$ cat config.mk
export PLATFORM = sky130hd
export DESIGN_NAME = tt_sweeper
export DESIGN_NICKNAME = d
export VERILOG_FILES = /design/src/rtl/tt_sweeper.sv
export SDC_FILE = /design/constraint.sdc
export NUM_CORES = 1
export LEC_CHECK = 0
export ABC_AREA = 1
export CAP_MARGIN = 20
export CORE_MARGIN = 2
export CORE_UTILIZATION = 39
export DETAILED_ROUTE_END_ITERATION = 10
export GPL_TIMING_DRIVEN = 0
export MAX_ROUTING_LAYER = met4
export PLACE_DENSITY = 0.73
export SKIP_CTS_REPAIR_TIMING = 1
export SYNTH_ARGS = -nofsm -noshare
export SYNTH_HDL_FRONTEND = slang
export SYNTH_SLANG_ARGS = --single-unit
$ cat constraint.sdc
create_clock -name clk -period 2.2 [get_ports clk]
set_input_delay 0.33 -clock clk [delete_from_list [all_inputs] [get_ports clk]]
set_output_delay 0.33 -clock clk [all_outputs]
set_load 0.01 [all_outputs]
$ cat src/rtl/tt_sweeper.sv
// Sequential truth-table generator: sweeps all 2^N_IN input rows of a minterm-mask function.
// Optional macro TT_AUTOREPEAT_EN adds a repeat_en input that restarts the sweep straight from DONE.
module tt_sweeper #(
  parameter int                     N_IN     = 3,
  parameter logic [(1<<N_IN)-1:0]   MASK_RST = 8'h42
) (
  input  logic                  clk,
  input  logic                  rst,
  input  logic                  start,
  input  logic                  load,
  input  logic [(1<<N_IN)-1:0]  mask_in,
`ifdef TT_AUTOREPEAT_EN
  input  logic                  repeat_en,
`endif
  input  logic                  step_en,
  output logic [N_IN-1:0]       idx,
  output logic [N_IN-1:0]       x_vec,
  output logic                  f,
  output logic                  valid,
  output logic                  busy,
  output logic                  done,
  output logic [N_IN:0]         ones_cnt
);

  localparam int MW = 1 << N_IN;
  localparam logic [N_IN-1:0] PTR_MAX = {N_IN{1'b1}};
  localparam logic [N_IN-1:0] PTR_ONE = N_IN'(1'b1);

  typedef enum logic [1:0] {
    ST_IDLE = 2'd0,
    ST_RUN  = 2'd1,
    ST_DONE = 2'd2
  } state_t;

  state_t          state_r, state_s;
  logic [N_IN-1:0] ptr_r, ptr_s;
  logic [MW-1:0]   mask_r, mask_s;
  logic [N_IN-1:0] idx_r, idx_s;
  logic [N_IN-1:0] x_vec_r, x_vec_s;
  logic            f_r, f_s;
  logic            valid_r, valid_s;
  logic            busy_r, busy_s;
  logic            done_r, done_s;
  logic [N_IN:0]   ones_cnt_r, ones_cnt_s;

  // Next-state and next-output computation for the sweep FSM.
  always_comb begin
    state_s    = state_r;
    ptr_s      = ptr_r;
    mask_s     = mask_r;
    idx_s      = idx_r;
    x_vec_s    = x_vec_r;
    f_s        = f_r;
    valid_s    = 1'b0;
    busy_s     = busy_r;
    done_s     = 1'b0;
    ones_cnt_s = ones_cnt_r;
    case (state_r)
      ST_IDLE: begin
        // load lands on the same edge as start, so the new sweep sees the new mask
        if (load) begin
          mask_s = mask_in;
        end else begin
          mask_s = mask_r;
        end
        if (start) begin
          state_s    = ST_RUN;
          ptr_s      = '0;
          ones_cnt_s = '0;
          busy_s     = 1'b1;
        end else begin
          busy_s     = 1'b0;
        end
      end
      ST_RUN: begin
        if (step_en) begin
          valid_s    = 1'b1;
          idx_s      = ptr_r;
          x_vec_s    = ptr_r;
          f_s        = mask_r[ptr_r];
          ones_cnt_s = ones_cnt_r + {{N_IN{1'b0}}, mask_r[ptr_r]};
          if (ptr_r == PTR_MAX) begin
            state_s = ST_DONE;
            ptr_s   = '0;
          end else begin
            ptr_s   = ptr_r + PTR_ONE;
          end
        end else begin
          valid_s = 1'b0;
        end
      end
      ST_DONE: begin
        done_s = 1'b1;
`ifdef TT_AUTOREPEAT_EN
        if (repeat_en) begin
          state_s    = ST_RUN;
          ptr_s      = '0;
          ones_cnt_s = '0;
          busy_s     = 1'b1;
        end else begin
          state_s    = ST_IDLE;
          busy_s     = 1'b0;
        end
`else
        state_s = ST_IDLE;
        busy_s  = 1'b0;
`endif
      end
      default: begin
        state_s = ST_IDLE;
        busy_s  = 1'b0;
      end
    endcase
  end

  // State and output registers; reset abandons any sweep without a done pulse.
  always_ff @(posedge clk or posedge rst) begin
    if (rst) begin
      state_r    <= ST_IDLE;
      ptr_r      <= '0;
      mask_r     <= MASK_RST;
      idx_r      <= '0;
      x_vec_r    <= '0;
      f_r        <= 1'b0;
      valid_r    <= 1'b0;
      busy_r     <= 1'b0;
      done_r     <= 1'b0;
      ones_cnt_r <= '0;
    end else begin
      state_r    <= state_s;
      ptr_r      <= ptr_s;
      mask_r     <= mask_s;
      idx_r      <= idx_s;
      x_vec_r    <= x_vec_s;
      f_r        <= f_s;
      valid_r    <= valid_s;
      busy_r     <= busy_s;
      done_r     <= done_s;
      ones_cnt_r <= ones_cnt_s;
    end
  end

  assign idx      = idx_r;
  assign x_vec    = x_vec_r;
  assign f        = f_r;
  assign valid    = valid_r;
  assign busy     = busy_r;
  assign done     = done_r;
  assign ones_cnt = ones_cnt_r;

endmodule
* Word level (Yosys, flattened, before mapping)
Cells that the tools add are included.
** Operators by class
- Add/sub/neg operators :: 2
- Multiply operators :: 0
- Divide/modulo/power cells :: 0
- $lt $le $gt $ge :: 1
- Eq/ne operators :: 6
- Shift-type cells :: 0
- Mux-type cells :: 18
- Bitwise gates (word level) :: 0
- Reductions and logical operators :: 6
** Operator list (number)
- 3-bit 2-to-1 mux :: 3
- 4-bit 2-to-1 mux :: 2
- 4-bit one-hot mux with 2 select lines :: 1
- 2-bit 2-to-1 mux :: 3
- 2-bit inequality test, second input constant :: 3
- 3-bit one-hot mux with 2 select lines :: 1
- 3-bit AND reduction :: 2
- 1-bit 2-to-1 mux :: 5
- 4-bit by 1-bit adder with 4-bit output :: 1
- 3-bit by 4-bit less-than comparator with 1-bit output, second input constant :: 1
- 2-bit one-hot mux with 2 select lines :: 1
- 2-bit AND reduction :: 2
- 3-bit by 1-bit adder with 3-bit output, second input constant :: 1
- 1-bit binary-select mux with 3-bit select :: 1
- 3-bit == test, second input constant :: 1
- 2-bit by 1-bit == test with 1-bit output, second input constant :: 1
- 2-bit == test, second input constant :: 1
- 2-bit zero test :: 1
- 1-bit one-hot mux with 2 select lines :: 1
- 2-bit nonzero test :: 1
** Storage, ports and cells
- Flip-flop bits (word level) :: 24
- Latch bits :: 0
- Bits in writable memories :: 0
- ROM bits :: 0
- Input bits :: 13
- Output and inout port bits :: 14
- Word-level logic and storage cells :: 42
- Memories :: 0

* Depth between registers and ports, before layout
Gate-level depths: netlist of the first run.
- Word-level depth :: 5
- Mapped depth :: 11
- Depth with buffers taken out :: 11

* Least setup slack after synthesis of the first run
Ideal clock, no wire load.
- Kind :: register -> register
- From :: register ptr_r[0]
- To :: register ones_cnt_r[1], in the netlist ones_cnt[1]
- Setup time :: 118 ps
- Data arrival time :: 1444 ps
- Required time :: 2082 ps
- Setup slack :: 637 ps
- Cell stages (with the launch flop) :: 10
- Path buffers :: 0
- Clock period less this slack :: 1563 ps
- Cells stage by stage :: dfrtp_1 > inv_1 > nand2_1 > nand3_1 > nand3_1 > and2_1 > ha_1 > ha_1 > nand2_1 > nand2_1
** Between the ends
- Word-level cells in the longest chain between the ends :: 5
** Ends and longest elaborated chain
- start: declaration :: RTL line 36 : logic [N_IN-1:0] ptr_r, ptr_s;
- start signal: assignment :: RTL line 131 : ptr_r <= ptr_s;
- 1-bit binary-select mux with 3-bit select :: RTL line 81 : ones_cnt_s = ones_cnt_r + {{N_IN{1'b0}}, mask_r[ptr_r]};
- 1-bit 2-to-1 mux (implied by the code) :: RTL line 81
- 4-bit by 1-bit adder with 4-bit output :: RTL line 81
- 4-bit 2-to-1 mux :: RTL line 76 : if (step_en) begin
- 4-bit one-hot mux with 2 select lines :: RTL line 58 : case (state_r)
- end signal: assignment :: RTL line 139 : ones_cnt_r <= ones_cnt_s;
- end: declaration :: RTL line 44 : logic [N_IN:0] ones_cnt_r, ones_cnt_s;
No other way between the ends. The select of a mux whose other input is x is not followed.
A chain may end at the register's enable or synchronous reset.

* Final worst setup path of the first run
- From :: register ptr_r[0]
- To :: register ones_cnt_r[2], in the netlist ones_cnt[2]
Same word-level chain as after synthesis.

==> results.yml, run 1 <==
run_status:
  status: "finished, final reports clean"
logic_synthesis:
  syn_inst: 124
  ys_seq_area_frac: 0.537
  synth-seq-cells: 24
  async_reset_ff_frac: 1.00
  yosys.area.top_type: "dfrtp_1"
  ys.flop_type: "dfrtp_1"
  netlist_area_um2: 1120
  synthDistinctLibCells: 24
  synth_edf_count: 0
  synth_area_leaders: "dfrtp_1, nand2_1, inv_1"
  syn_avg_cell_area_um2: 9.06
  yosysWarnings: 0
  syn_nets: 141
  synth_top_area_share: 0.490
grt:
  use_met3: 0.0201
  antenna_found_initial: 0
  busiest_layer: "met2"
  met1_usage: 0.184
  grt_pass1_wl_um: 3650
  use_met2: 0.239
  overflow: 0
  grt_max_degree: 25
  grt_pass1_vias: 863
  track_usage: 0.146
finish:
  postLayoutCellArea_um2: 1450
  drive_gt1_frac: 0.131
  final_cells: 184
  finish.net_count: 172
  areaGrowthSynthToFinish_pct: 28.6
  n_antenna_cell: 0
detailed_routing:
  routed_via_density: 4.59
  dr.pass1.iters: 4
  vias: 845
  wl_per_cell_um: 10.9
  route.detailed.drc: 0
  drt_iter0_drc: 13
  routed_wl_um: 2010
  drtAntennaViolNets: 0
die:
  die_h_um: 57.7
  ios: 27
  core_area_um2: 2760
  die_area_um2: 3330
  start_util: 0.407
  die_w_um: 57.7
  fp-row-count: 19
clock_tree:
  cts-buffers-inserted: 3
  htree_levels: 1
  clk_latency_ns: 0.31
  root_buffer: "clkbuf_4"
  cts.clk_slew.worst_paths_ns: 0.12
  cts_tree: "yes"
  clock_sinks: 24
  cts_max_path_buffers: 2
worst_setup_path:
  slowest_stage: "dfrtp_1"
  path_max_fanout: 7
  crit_path_end_kind: "flip-flop"
  cp.depth: 10
  crit_required_ns: 2.46
  r2r_start: "ptr_r[0]$_DFFE_PP0P_"
  ff2ff_path_depth: 10
  worstPathCellList: "inv_1, nand2_1, nand3_1, nand3_1, and2_1, ha_1, ha_1, nand3_1, nand2_1, a21oi_2"
  critical-path-max-stage-delay_ns: 0.46
  crit_buf_inv: 1
  timing_worst_setup_path_type: "reg -> reg"
  cpMostUsedCell: "nand3_1"
  arrival_ns: 2.01
  rrSetupSlack_ns: 0.45
  rr_endpoint: "ones_cnt[2]$_DFFE_PP0P_"
  start_kind: "flip-flop"
  crit_family: "simple AND/OR/NAND/NOR gates"
sta:
  finalSetupViolCount: 0
  clock.fmax_ghz: 0.570
  tns_ns: 0
  rsz0062_at_grt: "false"
  tightest_slew_ns: 0.888
  drv_slew: 0
  hold_viol: 0
  min_period_ns: 1.75
  skew_ns: 0.00592
  slew_headroom: 0.407
  period_share: 0.798
  hold_ws_ns: 0.490
placement:
  routabilityCongestion: 0.784
  dp_hpwl_um: 1550
  portBuffers: 26
  place_inst: 181
  place_area_um2: 1420
power_and_ir_drop:
  p_leak_nw: 0.706
  p_seq_frac: 0.411
  power_frac_comb: 0.488
  p_sw_w: 0.000695
  swShare: 0.374
  vdd_ir_drop_max_uv: 691
  power.density_nw_per_um2: 1280
  pwr-share-clk: 0.101
  intPower_w: 0.00116
flow_run:
  maxCapViolCount: 0
worst_hold_path:
  hold_class: "in -> async"
-- Yosys cell counts (2+ instances only) --
cell	number
a21oi_1	7
o21ai_1	5
inv_1	15
dfrtp_1	22
nand2_4	2
buf_4	4
nor2_1	13
nand3_1	11
dfstp_2	2
nand2_1	26
ha_1	4
-- how the worst max path moves through the flow --
stage / end / startpoint
after global routing: ones_cnt[2]$_DFFE_PP0P_ / ptr_r[0]$_DFFE_PP0P_
after detailed placement: ones_cnt[2]$_DFFE_PP0P_ / ptr_r[0]$_DFFE_PP0P_
final: ones_cnt[2]$_DFFE_PP0P_ / ptr_r[0]$_DFFE_PP0P_
after global placement: ones_cnt[2]$_DFFE_PP0P_ / ptr_r[0]$_DFFE_PP0P_
after floorplan: ones_cnt[1]$_DFFE_PP0P_ / ptr_r[0]$_DFFE_PP0P_
after CTS: ones_cnt[2]$_DFFE_PP0P_ / ptr_r[0]$_DFFE_PP0P_
-- stage by stage --
stage | total power (W) | util | worst slack [ns]
5_1_grt | 0.00204 | 0.524 | 0.270
3_5_place_dp | 0.00170 | 0.516 | 0.465
3_3_place_gp | 0.00166 | 0.516 | 0.472
6_report | 0.00186 | 0.524 | 0.445
2_1_floorplan | 0.00134 | - | 0.637
4_1_cts | 0.00189 | 0.524 | 0.433
-- power by group through the flow --
stage	sequential [W]	clock [W]	combinational, W
floorplan	0.000790	0	0.000545
global placement	0.000765	0	0.000897
detailed placement	0.000775	0	0.000924
CTS	0.000766	0.000199	0.000926
global route	0.000793	0.000213	0.00103
finish	0.000763	0.000187	0.000907
-- per-layer routing --
metal  vias to the layer above  wire length (um)
li1                        446                 -
met1                       378               936
met3                         3                69
met5                         -                 0
met2                        18               970
met4                         0                32
-- flip-flops by register name, indices dropped and copies added (netlist names) --
signal    count
busy          1
done          1
f             1
mask_r        8
ones_cnt      4
ptr_r         3
state_r       2
valid         1
x_vec         3
-- layout by cell type, fill, tap and decap left out, types with 3 or more instances in the layout --
| master | synthesis | final |
|---|---|---|
| nand3_1 | 11 | 11 |
| clkbuf_4 | 0 | 3 |
| nand2_1 | 26 | 26 |
| inv_1 | 15 | 15 |
| clkdlybuf4s50_1 | 0 | 26 |
| a21oi_1 | 7 | 7 |
| nor2_1 | 13 | 13 |
| buf_4 | 4 | 4 |
| o21ai_1 | 5 | 5 |
| ha_1 | 4 | 4 |
| dfrtp_1 | 22 | 22 |
-- cells by family after synthesis --
group | Yosys count | synth area share
buf+inv | 22 | 0.0946
flops | 24 | 0.537
simple gates | 58 | 0.241
fa+ha+maj | 4 | 0.0445
mux | 1 | 0.0100
compound gates | 15 | 0.0735
-- final cells by class --
class	instances	area, um2
buffer	5	41.3
clock buffer	3	22.5
timing repair buffer	26	260
fill	272	1310
multi-input combinational	78	414
sequential	24	603
inverter	17	65.1
tap	31	38.8
Note: power is estimated with default switching activity, not from simulation.
==> run 2: changes to the inputs <==
--- a/config.mk
+++ b/config.mk
@@ -12,7 +12,7 @@
 export DETAILED_ROUTE_END_ITERATION = 10
 export GPL_TIMING_DRIVEN = 0
 export MAX_ROUTING_LAYER = met4
-export PLACE_DENSITY = 0.73
+export PLACE_DENSITY = 0.76
 export SKIP_CTS_REPAIR_TIMING = 1
 export SYNTH_ARGS = -nofsm -noshare
 export SYNTH_HDL_FRONTEND = slang
==> constraint.sdc (replaced) <==
create_clock -name clk -period 1.6 [get_ports clk]
set_input_delay 0.24 -clock clk [delete_from_list [all_inputs] [get_ports clk]]
set_output_delay 0.24 -clock clk [all_outputs]
set_load 0.01 [all_outputs]
==> results.yml, run 2 (synthesis gave the netlist of run 1 again) <==
run_status:
  status: "finished, final reports clean"
sta:
  drv_slew: 0
  period_share: 0.987
  hold_ws_ns: 0.396
  rsz0062_at_grt: "true"
  tns_ns: 0
  tightest_slew_ns: 0.880
  min_period_ns: 1.58
  finalSetupViolCount: 0
  skew_ns: 0.00290
  slew_headroom: 0.413
  hold_viol: 0
  clock.fmax_ghz: 0.633
grt:
  met1_usage: 0.177
  track_usage: 0.143
  grt_pass1_wl_um: 3620
  busiest_layer: "met2"
  overflow: 0
  use_met3: 0.0134
  grt_pass1_vias: 886
  grt_max_degree: 25
  use_met2: 0.234
  antenna_found_initial: 0
placement:
  place_area_um2: 1420
  dp_hpwl_um: 1510
  routabilityCongestion: 0.830
  portBuffers: 26
power_and_ir_drop:
  p_total_w: 0.00290
  p_leak_nw: 0.813
  vdd_ir_drop_max_uv: 1160
  power.density_nw_per_um2: 1830
worst_setup_path:
  arrival_ns: 1.84
  timing_worst_setup_path_type: "reg -> reg"
  crit_required_ns: 1.86
  crit_path_end_kind: "flip-flop"
  start_kind: "flip-flop"
  path_max_fanout: 6
clock_tree:
  cts_max_path_buffers: 2
  cts-buffers-inserted: 3
  root_buffer: "clkbuf_4"
  cts_tree: "yes"
  clk_latency_ns: 0.31
  clock_sinks: 24
  cts.clk_slew.worst_paths_ns: 0.12
  htree_levels: 1
die:
  die_area_um2: 3330
  ios: 27
  die_w_um: 57.7
  fp-row-count: 19
  core_area_um2: 2760
  start_util: 0.407
  die_h_um: 57.7
finish:
  drive_gt1_frac: 0.272
  largest_reg_flops: 8
  postLayoutCellArea_um2: 1580
  n_antenna_cell: 0
  layout_commonest_cell: "nand2_1"
  areaGrowthSynthToFinish_pct: 40.9
  finish.net_count: 176
  largest_register: "mask_r"
  final_cell_mix: "nand2_1, clkdlybuf4s50_1, dfrtp_1"
detailed_routing:
  drtAntennaViolNets: 0
  drt_iter0_drc: 14
  vias: 909
  route.detailed.drc: 0
  routed_wl_um: 2110
  dr.pass1.iters: 4
  routed_via_density: 4.81
  wl_per_cell_um: 11.1
worst_hold_path:
  hold_class: "in -> async"
flow_run:
  maxCapViolCount: 0
[run 2: worst paths after layout]
kind,depth (start not counted),from,slack [ns],to
hold reg to reg,2,mask_r[6]$_DFFE_PP1P_,0.49,mask_r[6]$_DFFE_PP1P_
min in group clk,3,mask_in[6],0.46,mask_r[6]$_DFFE_PP1P_
max in group asynchronous,2,rst,0.61,ptr_r[0]$_DFFE_PP0P_
setup / recovery,9,ptr_r[0]$_DFFE_PP0P_,0.02,ones_cnt[1]$_DFFE_PP0P_
setup reg to reg,9,ptr_r[0]$_DFFE_PP0P_,0.02,ones_cnt[1]$_DFFE_PP0P_
hold / removal,2,rst,0.40,state_r[0]$_DFFE_PP0P_
[run 2: routing by layer]
layer | wire length, um | share of wire
met1 | 916 | 0.44
met2 | 1020 | 0.48
met4 | 57 | 0.027
met5 | 0 | 0
met3 | 113 | 0.054
[run 2: power breakdown]
group	internal (W)	switching, W
Clock	0.000139	0.000174
Sequential	0.000883	0.000205
Combinational	0.000782	0.000714
[run 2: critical path, stage by stage, from the launching register on]
cell	delay [ns]
dfrtp_2	0.47
buf_6	0.13
nand2_2	0.04
nand2_1	0.09
nand3_2	0.09
and2_4	0.17
ha_4	0.17
ha_4	0.26
nand2_2	0.04
nand2_1	0.06
[run 2: metrics by stage]
step / util / cells / setup WS [ns]
2_1_floorplan: - / 124 / 0.0371
3_3_place_gp: 0.516 / 181 / -0.121
3_5_place_dp: 0.516 / 181 / -0.155
4_1_cts: 0.529 / 185 / -0.181
5_1_grt: 0.574 / 189 / -0.0539
6_report: 0.574 / 189 / 0.0202
[run 2: final cells by class]
type                    instances  area, um2
well taps                      31       38.8
repair buffers                 30        307
clock buffers                   4       36.3
fillers                       252       1170
multi-input cells              78        487
flip-flops and latches         24        606
plain buffers                   5       41.3
inverters                      17       67.6
==> run 3: changes to the inputs <==
--- a/config.mk
+++ b/config.mk
@@ -9,10 +9,11 @@
 export CAP_MARGIN = 20
 export CORE_MARGIN = 2
 export CORE_UTILIZATION = 39
+export CTS_CLUSTER_SIZE = 8
 export DETAILED_ROUTE_END_ITERATION = 10
 export GPL_TIMING_DRIVEN = 0
 export MAX_ROUTING_LAYER = met4
-export PLACE_DENSITY = 0.76
+export PLACE_DENSITY = 0.73
 export SKIP_CTS_REPAIR_TIMING = 1
 export SYNTH_ARGS = -nofsm -noshare
 export SYNTH_HDL_FRONTEND = slang
==> constraint.sdc (replaced) <==
create_clock -name clk -period 2 [get_ports clk]
set_input_delay 0.3 -clock clk [delete_from_list [all_inputs] [get_ports clk]]
set_output_delay 0.3 -clock clk [all_outputs]
set_load 0.01 [all_outputs]
==> results of run 3 <==
Same layout as run 1 (identical final DEF). Status: finished, final reports clean.
Main changes from that run: setup slack after placement 0.465 ns -> 0.265 ns; setup slack after layout 0.445 ns -> 0.245 ns; hold slack 0.490 ns -> 0.461 ns; register-to-register setup slack 0.45 ns -> 0.25 ns; total power 0.00186 W -> 0.00204 W; worst IR drop on VDD 691 uV -> 760 uV
